## src/rtl/pixel_write_queue.sv

```systemverilog
// Pixel write FIFO with a full-screen clear sweep, draining into the VGA adapter write port.
// Optional input clipping of off-screen pixels is enabled by defining PIXEL_CLIP_EN.
module pixel_write_queue #(
    parameter int unsigned DEPTH    = 8,
    parameter int unsigned SCREEN_W = 160,
    parameter int unsigned SCREEN_H = 120
) (
    input  logic                       clock,
    input  logic                       resetn,
    input  logic                       plot_in,
    input  logic [7:0]                 x_in,
    input  logic [6:0]                 y_in,
    input  logic [2:0]                 colour_in,
    output logic                       full,
    output logic [$clog2(DEPTH):0]     count,
    output logic                       overflow,
    input  logic                       clear_req,
    input  logic [2:0]                 clear_colour,
    output logic                       clear_busy,
    input  logic                       vga_ready,
    output logic                       vga_plot,
    output logic [7:0]                 vga_x,
    output logic [6:0]                 vga_y,
    output logic [2:0]                 vga_colour
);

    localparam int unsigned AW = $clog2(DEPTH);
    localparam int unsigned CW = AW + 1;
    localparam logic [7:0]  XLast = 8'(SCREEN_W - 1);
    localparam logic [6:0]  YLast = 7'(SCREEN_H - 1);

    typedef enum logic [1:0] {StRun, StWait, StClear} state_e;

    state_e          state_q, state_d;
    logic [CW-1:0]   count_q, count_d;
    logic [AW-1:0]   wr_ptr_q, wr_ptr_d;
    logic [AW-1:0]   rd_ptr_q, rd_ptr_d;
    logic            overflow_q, overflow_d;
    logic            busy_q, busy_d;
    logic [2:0]      clr_col_q, clr_col_d;
    logic [7:0]      cx_q, cx_d;
    logic [6:0]      cy_q, cy_d;
    logic            plot_q, plot_d;
    logic [7:0]      x_q, x_d;
    logic [6:0]      y_q, y_d;
    logic [2:0]      col_q, col_d;

    logic [7:0]      mem_x [DEPTH];
    logic [6:0]      mem_y [DEPTH];
    logic [2:0]      mem_c [DEPTH];

    logic            in_range;
    logic            push;
    logic            pop;
    logic            sweep;
    logic            sweep_last;

`ifdef PIXEL_CLIP_EN
    assign in_range = (x_in <= XLast) && (y_in <= YLast);
`else
    assign in_range = 1'b1;
`endif

    assign full       = (count_q == CW'(DEPTH));
    assign push       = plot_in && in_range && !full;
    // The FIFO is frozen during a sweep so queued pixels land on top of the cleared screen.
    assign pop        = (state_q != StClear) && (count_q != '0) && vga_ready;
    assign sweep      = (state_q == StClear) && vga_ready;
    assign sweep_last = sweep && (cx_q == XLast) && (cy_q == YLast);

    always_comb begin
        count_d    = count_q;
        wr_ptr_d   = wr_ptr_q;
        rd_ptr_d   = rd_ptr_q;
        overflow_d = overflow_q;

        if (plot_in && in_range && full) begin
            overflow_d = 1'b1;
        end
        if (push) begin
            wr_ptr_d = wr_ptr_q + 1'b1;
        end
        if (pop) begin
            rd_ptr_d = rd_ptr_q + 1'b1;
        end
        if (push && !pop) begin
            count_d = count_q + 1'b1;
        end else if (pop && !push) begin
            count_d = count_q - 1'b1;
        end
    end

    always_comb begin
        plot_d = 1'b0;
        x_d    = x_q;
        y_d    = y_q;
        col_d  = col_q;

        if (pop) begin
            plot_d = 1'b1;
            x_d    = mem_x[rd_ptr_q];
            y_d    = mem_y[rd_ptr_q];
            col_d  = mem_c[rd_ptr_q];
        end else if (sweep) begin
            plot_d = 1'b1;
            x_d    = cx_q;
            y_d    = cy_q;
            col_d  = clr_col_q;
        end
    end

    always_comb begin
        state_d   = state_q;
        busy_d    = busy_q;
        clr_col_d = clr_col_q;
        cx_d      = cx_q;
        cy_d      = cy_q;

        unique case (state_q)
            StRun: begin
                // busy lingers one cycle after a sweep so a request in that cycle is ignored
                if (clear_req && !busy_q) begin
                    busy_d    = 1'b1;
                    clr_col_d = clear_colour;
                    state_d   = StWait;
                end else begin
                    busy_d = 1'b0;
                end
            end
            StWait: begin
                if ((count_q == '0) || ((count_q == CW'(1)) && pop && !push)) begin
                    state_d = StClear;
                end
            end
            StClear: begin
                if (sweep_last) begin
                    cx_d    = '0;
                    cy_d    = '0;
                    state_d = StRun;
                end else if (sweep) begin
                    if (cx_q == XLast) begin
                        cx_d = '0;
                        cy_d = cy_q + 1'b1;
                    end else begin
                        cx_d = cx_q + 1'b1;
                    end
                end
            end
            default: state_d = StRun;
        endcase
    end

    always_ff @(posedge clock) begin
        if (!resetn) begin
            state_q    <= StRun;
            count_q    <= '0;
            wr_ptr_q   <= '0;
            rd_ptr_q   <= '0;
            overflow_q <= 1'b0;
            busy_q     <= 1'b0;
            clr_col_q  <= '0;
            cx_q       <= '0;
            cy_q       <= '0;
            plot_q     <= 1'b0;
            x_q        <= '0;
            y_q        <= '0;
            col_q      <= '0;
        end else begin
            state_q    <= state_d;
            count_q    <= count_d;
            wr_ptr_q   <= wr_ptr_d;
            rd_ptr_q   <= rd_ptr_d;
            overflow_q <= overflow_d;
            busy_q     <= busy_d;
            clr_col_q  <= clr_col_d;
            cx_q       <= cx_d;
            cy_q       <= cy_d;
            plot_q     <= plot_d;
            x_q        <= x_d;
            y_q        <= y_d;
            col_q      <= col_d;
        end
    end

    // Storage needs no reset: entries are only read once counted in.
    always_ff @(posedge clock) begin
        if (push) begin
            mem_x[wr_ptr_q] <= x_in;
            mem_y[wr_ptr_q] <= y_in;
            mem_c[wr_ptr_q] <= colour_in;
        end
    end

    assign count      = count_q;
    assign overflow   = overflow_q;
    assign clear_busy = busy_q;
    assign vga_plot   = plot_q;
    assign vga_x      = x_q;
    assign vga_y      = y_q;
    assign vga_colour = col_q;

endmodule

```

## config.mk

```make
export PLATFORM = sky130hd
export DESIGN_NAME = pixel_write_queue
export DESIGN_NICKNAME = d
export VERILOG_FILES = /design/src/rtl/pixel_write_queue.sv
export SDC_FILE = /design/constraint.sdc
export NUM_CORES = 1
export LEC_CHECK = 0
export CAP_MARGIN = 20
export CORE_AREA = 5 5 117 141
export CTS_CLUSTER_DIAMETER = 150
export CTS_CLUSTER_SIZE = 8
export DETAILED_ROUTE_END_ITERATION = 6
export DIE_AREA = 0 0 122 146
export PLACE_DENSITY = 0.8
export SLEW_MARGIN = 20
export SYNTH_ARGS = -nofsm -noshare
export SYNTH_HDL_FRONTEND = slang
export SYNTH_SLANG_ARGS = --single-unit
```

## constraint.sdc

```tcl
create_clock -name clock -period 3.9 [get_ports clock]
set_input_delay 0.585 -clock clock [delete_from_list [all_inputs] [get_ports clock]]
set_output_delay 0.585 -clock clock [all_outputs]
set_load 0.02 [all_outputs]
```

==> impl_results.md <==
- Outcome: finished clean
- Ys Warns: 0
- Sequential cell area fraction in the yosys report: 0.6948
- WP buf/inv: 3
- CP arrival: roughly 2.1 ns
- Clock skew: 0.006699 ns
- Sink Count: slightly below 200
- Required time of the critical path: ~3.3 ns
- Slowest stage delay, CP: ~0.54 ns
- Final Util: 0.6156
- Pin count of the biggest net entering global routing: 40
- Hold_ws: between 0.4 and 0.5 ns
- First-pass GRT wire length: 25260 um
- Yosys top cell area share: 0.5558
- RSZ-0062 raised after global routing: no
- WL/cell: 20.80 um
- Cell Chain, Critical Path: inv_1, ha_1, nand3b_1, inv_1, clkdlybuf4s50_1
- Final Cycle Share: 0.6789
- Die Wd: 122 um
- Crit Path Category: reg -> out
- Fmax: approximately 380 MHz
- Slowest cell on the critical path: clkdlybuf4s50_1
- Leading register cell type out of synthesis: edfxtp_1
- Worst-path maximum fanout: 7
- Setup TNS: 0 ns
- Total grt overflow: 0
- Mapped Area: approximately 0.0078 mm^2
- Final setup fails: 0
- Post-route design area: 0.009171 mm^2
- Remaining DRCs: 0
- Final WL: between 15000 and 20000 um
- CTS Buf Count: 17
- Vias: ~4400
- CTS tree: built
- Detailed-placement wirelength estimate: 9778 um
- Die ar.: 0.01781 mm^2
- Cell taking the most area after synthesis: edfxtp_1
- Min-Delay Path Class: reg -> reg
- Area Overhead vs Synth: 17.88%
- Total track usage: 0.1868
- Reg clk slew, reported paths: approximately 0.07 ns
- Vias in the first global route: about 4700
- Rows: between 40 and 50
- Post-route ant nets: 0
- Avg Inst Size Synth: between 15 and 20 um^2
- Unique masters post-synth: 49
- CP dominant cell by count: inv_1
- Gpl congestion: between 0.8 and 0.9
- CTS H-tree depth: 4
- Relative slew slack: 0.2684
- # diodes: 0
- CP startpoint kind: flip-flop
- Post-cts repair resize count: 0
- Slew @ Worst Pin: 1.095 ns
- Die extent in y: 146 um
- CP delay by family, top: buffers and inverters
- Asr flop ratio synth: 0
- Max Slew Vio Count: 0
- Clk Latency, worst-skew pair: 0.42 ns
- Synth top area cells: edfxtp_1, dfxtp_1, mux4_2
- Ports: 52
- Max-cap viol count: 0
- P per Cell Area: ~610 mW/mm^2
- Commonest cells post-synth: edfxtp_1, dfxtp_1, mux4_2, nor2_1, nand2_1
- Synthesis-stage register bit count: around 200
- Longest Clk Path Bufs: 2
- Number of vias per cell: 5.824
- Root buffer cell: clkbuf_16
- Post-CTS Setup Inserts: 0
- Layout cells sized above 1: 0.1670
- Area after DPL: 0.008559 mm^2
- Initial antenna violation count: 0
- Most frequent cell after synthesis: edfxtp_1
- Nets: 578
- Post-Syn Nets: ~520
- Final hold violation count: 0
- Port Buf Inserts: 51
- Iter 0 DRT Violations: ~420
- Peak supply drop: between 0.3 and 0.4 mV
- Period minus WS final: 2.648 ns
- Area of the core: 0.01490 mm^2
- Post-synth EDFFs: ~140
- Post-CTS Hold Buffers: 0
- Starting Density: 0.5222
- Pre-Repair DR Iteration Count: 4
- Post-synthesis cell count: just under 500
- Worst setup EP type: output pin
- Leak: around 0.003 uW
[worst register-to-register path, stage by stage (launching register included)]
cell	delay (ns)
dfxtp_1	0.48
inv_1	0.08
ha_1	0.26
or3b_2	0.22
nand3_1	0.26
ha_1	0.36
or4_1	0.41
a21oi_1	0.20
xnor2_1	0.15
nor2_1	0.06
[final timing paths]
kind,start,to,slack (ns),cells after the start
max,count[0],full,1.25,5
min,overflow,overflow,0.48,2
min reg2reg,overflow,overflow,0.48,2
max reg2reg,count[0],count[3],1.28,9
[routing by layer]
layer / routed length, um / track usage
met4: 261 / 0.05998
met2: 8345 / 0.3178
met1: 6308 / 0.2360
met3: 911 / 0.04432
met5: 0 / 0
[cells by family (layout without fill, tap and decap cells)]
group           after synthesis  in the layout  synth area share
compound gates               44             44           0.04101
xor+xnor                     13             13           0.01464
fa+ha+maj                     8              8           0.01287
buf+inv                      34            106           0.01721
flops                       198            198            0.6948
mux                          59             59            0.1338
simple gates                129            129           0.08572
[layout by cell type, fill, tap and decap left out, types with 4 or more instances in the layout]
| cell | n |
|---|---|
| edfxtp_1 | 144 |
| mux4_2 | 36 |
| bufinv_16 | 4 |
| mux2i_1 | 23 |
| clkinv_2 | 4 |
| o221ai_1 | 17 |
| dfxtp_1 | 52 |
| nand3_1 | 7 |
| inv_1 | 9 |
| nor2_1 | 35 |
| buf_4 | 13 |
| nand4_1 | 19 |
| or3_1 | 4 |
| a21oi_1 | 10 |
| o21ai_0 | 5 |
| xor2_1 | 7 |
| xnor2_1 | 6 |
| clkdlybuf4s50_1 | 51 |
| nand2_1 | 32 |
| clkbuf_16 | 17 |
| nand2b_1 | 4 |
| ha_1 | 8 |
[final cells by class]
class,count,area [um^2]
Inverter,10,37.54
Sequential cell,198,5408
Tap cell,204,255.2
Multi-Input combinational cell,253,2251
Timing Repair Buffer,64,608.1
Clock inverter,13,178.9
Fill cell,1072,5727
Clock buffer,19,432.9
[state kept, by name, summed over array words and instances (netlist names), named ones only]
register,cells
mem_x,64
wr_ptr_q,3
rd_ptr_q,3
count,4
vga_plot,1
cx_q,8
overflow,1
mem_c,24
clear_busy,1
vga_y,7
mem_y,56
clr_col_q,3
vga_colour,3
cy_q,7
state_q,2
vga_x,8
[per-stage QoR]
step           cells  power (uW)  setup slack [ns]
2_1_floorplan    485        3402            0.7892
3_3_place_gp     729        3826             1.087
3_5_place_dp     729        3871             1.026
4_1_cts          761        5674             1.230
5_1_grt          761        5878             1.055
6_report         761        5637             1.252
[power breakdown]
part / switching [uW] / leakage [uW] / internal (uW)
logic: 657 / 0.000921 / 568
registers: 158 / 0.00175 / 2450
clock network: 732 / 0.000297 / 1070
total: 1550 / 0.00297 / 4090
Note: power is estimated with default switching activity, not from simulation.
